**config.mk**
```make
export PLATFORM = sky130hd
export DESIGN_NAME = seq_calculator
export DESIGN_NICKNAME = d
export VERILOG_FILES = /design/src/rtl/calc_pkg.sv /design/src/rtl/seq_divider_step.sv /design/src/rtl/seq_calculator.sv
export SDC_FILE = /design/constraint.sdc
export NUM_CORES = 1
export LEC_CHECK = 0
export BUFFER_PORTS_ARGS = -buffer_cell sky130_fd_sc_hd__buf_4
export CORE_UTILIZATION = 40
export DETAILED_ROUTE_END_ITERATION = 16
export SLEW_MARGIN = 30
export SYNTH_ARGS = -nofsm -noshare
export SYNTH_HDL_FRONTEND = slang
export SYNTH_SLANG_ARGS = --single-unit
```
**constraint.sdc**
```tcl
create_clock -name i_clk -period 3.1 [get_ports i_clk]
set_clock_uncertainty 0.15 [all_clocks]
set_input_delay 0.31 -clock i_clk [delete_from_list [all_inputs] [get_ports i_clk]]
set_output_delay 0.31 -clock i_clk [all_outputs]
set_load 0.1 [all_outputs]
```
**src/rtl/calc_pkg.sv**
```systemverilog
// calc_pkg: operator codes and FSM encoding shared by the
// sequential calculator and its divider step.
package calc_pkg;

    localparam logic [1:0] OP_ADD = 2'b00;
    localparam logic [1:0] OP_SUB = 2'b01;
    localparam logic [1:0] OP_MUL = 2'b10;
    localparam logic [1:0] OP_DIV = 2'b11;

    typedef enum logic [1:0] {
        ST_IDLE = 2'b00,
        ST_RUN  = 2'b01,
        ST_DONE = 2'b10
    } state_t;

endpackage

```
**src/rtl/seq_divider_step.sv**
```systemverilog
// seq_divider_step: one restoring-division iteration.
// Shifts the next dividend bit into the remainder and subtracts if it fits.
module seq_divider_step
    import calc_pkg::*;
#(
    parameter int WIDTH = 8
) (
    input  logic [WIDTH-1:0] i_rem,
    input  logic [WIDTH-1:0] i_quo,
    input  logic [WIDTH-1:0] i_div,
    output logic [WIDTH-1:0] o_rem,
    output logic [WIDTH-1:0] o_quo
);

    logic [WIDTH:0] w_shift;
    logic [WIDTH:0] w_diff;

    assign w_shift = {i_rem, i_quo[WIDTH-1]};
    assign w_diff  = w_shift - {1'b0, i_div};

    // keep the difference only when no borrow, set the quotient bit
    always_comb begin
        o_quo = {i_quo[WIDTH-2:0], 1'b0};
        o_rem = w_shift[WIDTH-1:0];
        if (!w_diff[WIDTH]) begin
            o_rem    = w_diff[WIDTH-1:0];
            o_quo[0] = 1'b1;
        end
    end

endmodule

```
**src/rtl/seq_calculator.sv**
```systemverilog
// seq_calculator: multi-cycle add/sub/mul/div with start/busy/done.
// Define SEQ_CALC_SIGNED_EN for two's-complement operands and results.
module seq_calculator
    import calc_pkg::*;
#(
    parameter  int WIDTH = 8,
    localparam int CNT_W = $clog2(WIDTH) + 1
) (
    input  logic             i_clk,
    input  logic             i_reset_n,
    input  logic             i_start,
    input  logic [WIDTH-1:0] i_a,
    input  logic [WIDTH-1:0] i_b,
    input  logic [1:0]       i_selOperator,
    output logic [WIDTH-1:0] o_result,
    output logic [WIDTH-1:0] o_result_hi,
    output logic             o_busy,
    output logic             o_done,
    output logic             o_overflow,
    output logic             o_div_by_zero
);

    state_t r_state;
    state_t w_state_nxt;

    logic [CNT_W-1:0] r_cnt;
    logic [1:0]       r_op;
    logic [WIDTH-1:0] r_a;
    logic [WIDTH-1:0] r_b;
    logic [WIDTH-1:0] r_hi;
    logic [WIDTH-1:0] r_lo;
    logic [WIDTH-1:0] r_result;
    logic [WIDTH-1:0] r_result_hi;
    logic             r_overflow;
    logic             r_div_by_zero;

    logic             w_accept;
    logic             w_last;
    logic             w_op_add;
    logic             w_op_sub;
    logic             w_op_mul;
    logic             w_op_div;
    logic             w_b_zero;
    logic             w_run_mul;
    logic [WIDTH:0]   w_sum;
    logic [WIDTH:0]   w_dif;
    logic             w_add_ovf;
    logic             w_sub_ovf;
    logic [WIDTH-1:0] w_opa;
    logic [WIDTH-1:0] w_opb;
    logic [WIDTH:0]   w_mul_sum;
    logic [WIDTH-1:0] w_mul_hi;
    logic [WIDTH-1:0] w_mul_lo;
    logic [WIDTH-1:0] w_div_rem;
    logic [WIDTH-1:0] w_div_quo;
    logic [WIDTH-1:0] w_step_hi;
    logic [WIDTH-1:0] w_step_lo;
    logic [WIDTH-1:0] w_fin_lo;
    logic [WIDTH-1:0] w_fin_hi;
    logic             w_fin_ovf;

    assign w_op_add  = (i_selOperator == OP_ADD);
    assign w_op_sub  = (i_selOperator == OP_SUB);
    assign w_op_mul  = (i_selOperator == OP_MUL);
    assign w_op_div  = (i_selOperator == OP_DIV);
    assign w_b_zero  = (i_b == '0);
    assign w_accept  = (r_state == ST_IDLE) && i_start;
    assign w_last    = (r_state == ST_RUN) && (r_cnt == CNT_W'(1));
    assign w_run_mul = (r_op == OP_MUL);

    assign w_sum = {1'b0, i_a} + {1'b0, i_b};
    assign w_dif = {1'b0, i_a} - {1'b0, i_b};

`ifdef SEQ_CALC_SIGNED_EN
    logic r_sa;
    logic r_sb;
    logic r_min_neg1;
    logic w_min_neg1;

    // carry into the MSB differs from carry out on signed overflow
    assign w_add_ovf = w_sum[WIDTH] ^ (i_a[WIDTH-1] ^ i_b[WIDTH-1] ^ w_sum[WIDTH-1]);
    assign w_sub_ovf = w_dif[WIDTH] ^ (i_a[WIDTH-1] ^ i_b[WIDTH-1] ^ w_dif[WIDTH-1]);
    assign w_opa = i_a[WIDTH-1] ? -i_a : i_a;
    assign w_opb = i_b[WIDTH-1] ? -i_b : i_b;
    assign w_min_neg1 = (i_a == {1'b1, {(WIDTH-1){1'b0}}}) && (i_b == '1);
`else
    assign w_add_ovf = w_sum[WIDTH];
    assign w_sub_ovf = w_dif[WIDTH];
    assign w_opa = i_a;
    assign w_opb = i_b;
`endif

    // shift-add multiply step: conditionally add multiplicand, shift right
    assign w_mul_sum = {1'b0, r_hi} + (r_lo[0] ? {1'b0, r_a} : '0);
    assign w_mul_hi  = w_mul_sum[WIDTH:1];
    assign w_mul_lo  = {w_mul_sum[0], r_lo[WIDTH-1:1]};

    seq_divider_step #(
        .WIDTH (WIDTH)
    ) u_div_step (
        .i_rem (r_hi),
        .i_quo (r_lo),
        .i_div (r_b),
        .o_rem (w_div_rem),
        .o_quo (w_div_quo)
    );

    assign w_step_hi = w_run_mul ? w_mul_hi : w_div_rem;
    assign w_step_lo = w_run_mul ? w_mul_lo : w_div_quo;

`ifdef SEQ_CALC_SIGNED_EN
    logic                 w_neg;
    logic [2*WIDTH-1:0]   w_prod;
    logic [2*WIDTH-1:0]   w_prod_fix;

    assign w_neg      = r_sa ^ r_sb;
    assign w_prod     = {w_step_hi, w_step_lo};
    assign w_prod_fix = w_neg ? -w_prod : w_prod;

    // sign fix-up of the magnitude result on the final step
    always_comb begin
        w_fin_lo  = w_prod_fix[WIDTH-1:0];
        w_fin_hi  = w_prod_fix[2*WIDTH-1:WIDTH];
        w_fin_ovf = (w_fin_hi != {WIDTH{w_fin_lo[WIDTH-1]}});
        if (!w_run_mul) begin
            w_fin_lo  = w_neg ? -w_step_lo : w_step_lo;
            w_fin_hi  = r_sa ? -w_step_hi : w_step_hi;
            w_fin_ovf = r_min_neg1;
        end
    end

    // operand sign capture for the fix-up
    always_ff @(posedge i_clk or negedge i_reset_n) begin
        if (!i_reset_n) begin
            r_sa       <= 1'b0;
            r_sb       <= 1'b0;
            r_min_neg1 <= 1'b0;
        end else if (w_accept) begin
            r_sa       <= i_a[WIDTH-1];
            r_sb       <= i_b[WIDTH-1];
            r_min_neg1 <= w_min_neg1;
        end
    end
`else
    // final-step results are the raw accumulators
    always_comb begin
        w_fin_lo  = w_step_lo;
        w_fin_hi  = w_step_hi;
        w_fin_ovf = w_run_mul && (w_step_hi != '0);
    end
`endif

    // state register
    always_ff @(posedge i_clk or negedge i_reset_n) begin
        if (!i_reset_n) begin
            r_state <= ST_IDLE;
        end else begin
            r_state <= w_state_nxt;
        end
    end

    // next-state: single-cycle ops skip RUN
    always_comb begin
        w_state_nxt = r_state;
        unique case (r_state)
            ST_IDLE: begin
                if (i_start) begin
                    if (w_op_mul || (w_op_div && !w_b_zero)) begin
                        w_state_nxt = ST_RUN;
                    end else begin
                        w_state_nxt = ST_DONE;
                    end
                end
            end
            ST_RUN: begin
                if (r_cnt == CNT_W'(1)) begin
                    w_state_nxt = ST_DONE;
                end
            end
            ST_DONE: begin
                w_state_nxt = ST_IDLE;
            end
            default: begin
                w_state_nxt = ST_IDLE;
            end
        endcase
    end

    // operand latch, iteration datapath and result registers
    always_ff @(posedge i_clk or negedge i_reset_n) begin
        if (!i_reset_n) begin
            r_cnt         <= '0;
            r_op          <= OP_ADD;
            r_a           <= '0;
            r_b           <= '0;
            r_hi          <= '0;
            r_lo          <= '0;
            r_result      <= '0;
            r_result_hi   <= '0;
            r_overflow    <= 1'b0;
            r_div_by_zero <= 1'b0;
        end else if (w_accept) begin
            r_op          <= i_selOperator;
            r_a           <= w_opa;
            r_b           <= w_opb;
            r_hi          <= '0;
            r_overflow    <= 1'b0;
            r_div_by_zero <= 1'b0;
            unique case (1'b1)
                w_op_add: begin
                    r_result    <= w_sum[WIDTH-1:0];
                    r_result_hi <= '0;
                    r_overflow  <= w_add_ovf;
                end
                w_op_sub: begin
                    r_result    <= w_dif[WIDTH-1:0];
                    r_result_hi <= '0;
                    r_overflow  <= w_sub_ovf;
                end
                w_op_mul: begin
                    r_lo  <= w_opb;
                    r_cnt <= CNT_W'(WIDTH);
                end
                w_op_div: begin
                    if (w_b_zero) begin
                        r_result      <= '0;
                        r_result_hi   <= '0;
                        r_div_by_zero <= 1'b1;
                    end else begin
                        r_lo  <= w_opa;
                        r_cnt <= CNT_W'(WIDTH);
                    end
                end
                default: begin
                    r_cnt <= r_cnt;
                end
            endcase
        end else if (r_state == ST_RUN) begin
            r_hi  <= w_step_hi;
            r_lo  <= w_step_lo;
            r_cnt <= r_cnt - CNT_W'(1);
            if (w_last) begin
                r_result    <= w_fin_lo;
                r_result_hi <= w_fin_hi;
                r_overflow  <= w_fin_ovf;
            end
        end
    end

    assign o_result      = r_result;
    assign o_result_hi   = r_result_hi;
    assign o_overflow    = r_overflow;
    assign o_div_by_zero = r_div_by_zero;
    assign o_busy        = (r_state != ST_IDLE);
    assign o_done        = (r_state == ST_DONE);

endmodule

```
* Word-level counts from Yosys, hierarchy flattened
Index checks and enable logic that the tools add are counted.
** Word-level totals
- Output and inout bits :: 20
- Flip-flop bits (word level) :: 58
- Logic and storage cells :: 83
** Cells by class
- $add $sub $neg :: 5
- Reduce and logical (&&, ||, !) cells :: 19
- Mux-type cells :: 34
- Equal/unequal tests :: 14
** Operators by type and width (number)
- 2-to-1 mux 8 bit :: 16
- case mux 8 bit (2 select lines) :: 2
- case mux 8 bit (3 select lines) :: 1
- adder 8 x 8 -> 9 bit :: 2
- 2-to-1 mux 4 bit :: 3
- subtractor 8 x 8 -> 9 bit :: 1
- subtractor 9 x 8 -> 9 bit :: 1
- == test 2 bit (second input constant) :: 4
- zero test 8 bit :: 1
- case mux 4 bit (2 select lines) :: 1
- AND reduction 4 bit :: 2
- nonzero test 8 bit :: 1
- 2-to-1 mux 1 bit :: 6
- 2-to-1 mux 2 bit :: 3
- inequality test 3 x 2 -> 1 bit (second input constant) :: 2
- nonzero test 2 bit :: 3
- == test 2 x 1 -> 1 bit (second input constant) :: 2
- == test 4 x 1 -> 1 bit (second input constant) :: 1
- logical AND 1 bit :: 4
- zero test 2 bit :: 2
- inequality test 2 bit (second input constant) :: 2
- inequality test 4 x 1 -> 1 bit (second input constant) :: 1
- case mux 2 bit (2 select lines) :: 1
- AND reduction 2 bit :: 2
- 8 further kinds :: 8

* Depth between registers and ports, before layout
- Depth after elaboration :: 8
- Gate-level depth with buffers :: 14
- Mapped depth without buffers :: 13

* By module
Synthesis repeated with hierarchy kept, for this count alone.
** Second synthesis, totals
- Cells, all modules :: 522
- Area total of the unflattened synthesis :: 4504.3 um^2
** By module, submodules not included
- seq_calculator :: area an instance 3916.3 um^2, cells an instance 453, seq. area each 1451.4 um^2, instances 1
- seq_divider_step :: area an instance 588.1 um^2, cells an instance 69, seq. area each 0.0 um^2, instances 1

* Least setup slack after synthesis
No wires, ideal clock.
- Path type :: reg2reg
- From :: register r_lo[7]
- To :: register r_overflow, in the netlist o_overflow
- Arrival :: 2692 ps
- Library setup time :: 141 ps
- Path buffers :: 1
- Data required time :: 2809 ps
- Cell stages (with the launch flop) :: 15
- Slack :: 118 ps
- Cells stage by stage :: dfrtp_1 > inv_1 > ha_1 > inv_1 > fa_1 > a21o_1 > a221oi_2 > a21oi_2 > xnor2_2 > buf_6 > mux2i_1 > nor2_1 > a21oi_1 > and4_4 > a41oi_2
** On the way
- Cells in the longest elaborated chain, start to end :: 8
** Ends and longest elaborated chain
- start: declaration :: RTL line seq_calculator.sv:31 : logic [WIDTH-1:0] r_lo;
- start signal: assignment :: RTL line seq_calculator.sv:221 : r_lo <= w_opb;
- start signal: assignment :: RTL line seq_calculator.sv:230 : r_lo <= w_opa;
- start signal: assignment :: RTL line seq_calculator.sv:240 : r_lo <= w_step_lo;
- subtractor 9 x 8 -> 9 bit :: RTL line seq_divider_step.sv:19 : assign w_diff = w_shift - {1'b0, i_div};
- 2-to-1 mux 8 bit * :: RTL line seq_divider_step.sv:25 : if (!w_diff[WIDTH]) begin
- 2-to-1 mux 8 bit * :: RTL line seq_calculator.sv:108 : assign w_step_hi = w_run_mul ? w_mul_hi : w_div_rem;
- nonzero test 8 bit * :: RTL line seq_calculator.sv:149 : w_fin_ovf = w_run_mul && (w_step_hi != '0);
- logical AND 1 bit * :: RTL line seq_calculator.sv:149
- 2-to-1 mux 1 bit * :: RTL line seq_calculator.sv:242 : if (w_last) begin
- 2-to-1 mux 1 bit * :: RTL line seq_calculator.sv:238 : end else if (r_state == ST_RUN) begin
- 2-to-1 mux 1 bit * :: RTL line seq_calculator.sv:202 : end else if (w_accept) begin
- end signal: assignment :: RTL line seq_calculator.sv:213 : r_overflow <= w_add_ovf;
- end signal: assignment :: RTL line seq_calculator.sv:218 : r_overflow <= w_sub_ovf;
- end signal: assignment :: RTL line seq_calculator.sv:245 : r_overflow <= w_fin_ovf;
- end: declaration :: RTL line seq_calculator.sv:34 : logic r_overflow;
Every way passes the cells marked *; elsewhere a longest branch is shown, timed or not. The select of a mux whose other input is x is not followed.
A chain may end at the register's enable or synchronous reset.

* Worst setup path after layout
Ends and elaborated chain as after synthesis.

==> results.tsv <==
metric	value	unit
result of the run	complete, no violations	
Sum Neg Setup Slack	0	ps
startpoint type of the worst setup path	register	
HP Class	primary input to register	
FF-to-FF Start	r_lo[7]	
Finished Core Util	0.4962	
TritonCTS buffer count	9	
peak fanout along the critical path	5	
GR Layer Usage met1	0.3069	
total congestion overflow	0	
Final nets	585	
delay of the slowest cell on the worst path	390	ps
number of antenna violations at the first check in global routing	0	
number of max-slew violations in the final report	0	
chain of cells forming the critical path	inv_2 > ha_1 > inv_1 > fa_2 > a21o_1 > a221oi_2 > a21oi_2 > xnor2_2 > buf_6 > mux2_1 > nand2_1 > o21ai_2 > and4_4 > a41oi_2	
Global Route met2 Usage	0.3867	
syn avg cell area	8.606	sq um
EDFF count, synth	0	
Arrival @ worst endpoint	3130	ps
share of synthesized flip-flops with an asynchronous set or reset	1.000	
most congested layer reported by global routing	met2	
number of violations of the max-capacitance limit	0	
total number of yosys warnings	0	
quantity of I/O buffers inserted on ports	40	
maximum clock path buffer count	2	
Rel. slew slack	0.5017	
num rows	36	
synthesized instance count	467	
top flip-flop cell by instance count after synthesis	dfrtp_1	
cell type of the slowest stage on the worst timing path	dfrtp_1	
maximum clock frequency	332.8	MHz
final routed wirelength across all metal layers	11290	microns
initial core utilization	0.4112	
die outline width	102.2	microns
leading cell types in the layout, fill and taps excluded	nand2_1 (94), buf_4 (63), dfrtp_1 (58)	
beginning of the worst hold path	i_a[4]	
required time reported for the critical path endpoint	3220	ps
total count of hold-check failures in the final report	0	
share of final-layout standard cells stronger than drive strength 1	0.1792	
GPL Wtd Cong	0.8992	
placeable core region	9774	sq um
Yosys reg bits	58	
setup repair after global routing missed its margin	yes	
crit end category	register	
Die Height	102.2	microns
largest net degree at the start of global routing	59	
sequential-to-total area share from yosys stat	0.3611	
Clk Tree Root Cell	clkbuf_8	
CTS HTree Levels	3	
post-route clock period utilization	0.9693	
total power density per cell area	1160	nW/um^2
Worst Setup Path Type	register to register	
Antenna Diode Count	0	
first-pass GRT wire length	18320	microns
vias	3610	
number of nets with antenna violations after detailed routing	0	
met3 Resource Use GR	0.05130	
vias in the first global route	3519	
Synth Cell Area	4019	sq um
TritonCTS clock tree	yes	
area of the die	10450	sq um
total leakage power	2.423	nW
Max VDD drop	0.0004584	V
final worst path period need	3005	ps
IO Count	41	
count of different cell masters after synthesis	54	
register clock-pin slew on the reported worst setup and hold paths	80	ps
syn nets	527	
total chip power	5.626	mW
final count of negative-setup-slack endpoints	0	
global-route usage over all layers	0.2358	
slew of the pin with the lowest slew margin	747.4	ps
Num Clock Sinks	58	
growth of design area from synthesis to finish	20.67	%
Worst setup startpoint	r_lo[7]	
leading cell type in the layout, fill and taps excluded	nand2_1	
post-detailed-placement half-perimeter wirelength	8331	microns
insertion delay to the later sink of the worst-skew pair	350	ps
via density per instance	5.445	
total DRC errors in the routed layout	0	
mean routed wirelength per cell	17.03	microns
Iteration-0 DRC Markers	161	
Initial DRT Pass Iterations	4	
==> state kept, by name, indices dropped and copies added (netlist names) <==
| name | cells |
|---|---|
| r_lo | 8 |
| r_b | 8 |
| r_a | 8 |
| r_cnt | 4 |
| r_hi | 8 |
| o_overflow | 1 |
| o_div_by_zero | 1 |
| r_state | 2 |
| r_op | 2 |
| o_result_hi | 8 |
| o_result | 8 |
==> report_power, final <==
| group | leakage (nW) | internal, mW | switching (mW) |
|---|---|---|---|
| clock | 0.110 | 0.459 | 0.344 |
| combinational | 1.58 | 1.34 | 2.19 |
| sequential | 0.736 | 1.07 | 0.220 |
==> stage by stage <==
step	hold slack [ps]	cells	setup WS (ps)	instance area, sq um
6_report	66.80	663	95.07	4850
5_1_grt	51.46	663	-74.71	4850
4_1_cts	51.44	662	17.68	4822
3_5_place_dp	280.3	642	-52.67	4559
3_3_place_gp	275.8	642	2.520	4559
2_1_floorplan	-135.6	467	117.7	4019
==> worst paths after layout <==
| path | endpoint | slack [ps] | depth (start not counted) |
|---|---|---|---|
| setup / recovery | o_overflow | 100 | 14 |
| setup reg to reg | o_overflow | 100 | 14 |
| hold / removal | r_a[4] | 70 | 3 |
| max in group asynchronous | r_lo[4] | 1890 | 2 |
| hold reg to reg | r_a[7] | 320 | 2 |
| min in group asynchronous | r_hi[6] | 410 | 2 |
==> final cells by class <==
type                       count  area [sq um]
tap                          133         166.4
sequential                    58          1451
clock buffer                   9         123.9
fill                         931          4925
timing repair buffer          66         499.2
inverter                      29         108.9
multi-input combinational    361          2397
clock inverter                 7         102.6
==> kinds of logic after synthesis <==
kind of cell | after synthesis | share of synthesized area
DFF | 58 | 0.3611
muxes | 7 | 0.01837
xor gates and xnor gates | 15 | 0.03456
AOI/OAI and AO/OA | 130 | 0.2201
buffers and inverters | 48 | 0.04794
and+or+nand+nor | 170 | 0.1890
adders and majority gates | 39 | 0.1289
==> Yosys cell counts, drive strengths merged, types with 4 or more instances <==
cell type,n,area share
nand2b,6,0.0093
mux2i,4,0.010
a21o,18,0.034
clkbuf,14,0.013
buf,5,0.0078
and3,7,0.011
o21a,6,0.011
xor2,6,0.013
ha,35,0.11
a21oi,24,0.031
nand2,94,0.088
o21ai,35,0.044
xnor2,9,0.021
inv,28,0.026
a211oi,5,0.0093
a311oi,6,0.013
o221ai,4,0.0087
o21bai,4,0.0075
nor2,23,0.021
fa,4,0.020
nand3,12,0.015
and2,11,0.017
o31ai,6,0.011
nor2b,7,0.011
dfrtp,58,0.36
==> timing repair <==
action	in CTS	in global routing
gates resized for setup	2	6
hold buffers	1	0
cloned	1	0
endpoints found under the setup margin	1	10
pin swaps	3	3
setup buffers	2	1
endpoints found under the hold margin	58	0
==> layer usage <==
layer | vias to the layer above | routed length [microns]
met5 | - | 0
met4 | 0 | 204
met3 | 17 | 597
met2 | 110 | 5459
met1 | 1728 | 5032
li1 | 1755 | -
==> worst max-delay path: cells and delay by family (launching register included) <==
family	cells	cell delay, ps
adder cells (fa/ha/maj)	2	480
flip-flops	1	390
XOR/XNOR	1	160
AO/OA/AOI/OAI	5	880
buffers and inverters	3	270
multiplexers	1	320
AND/OR/NAND/NOR	2	300
Power figures use the tool's default switching activity.
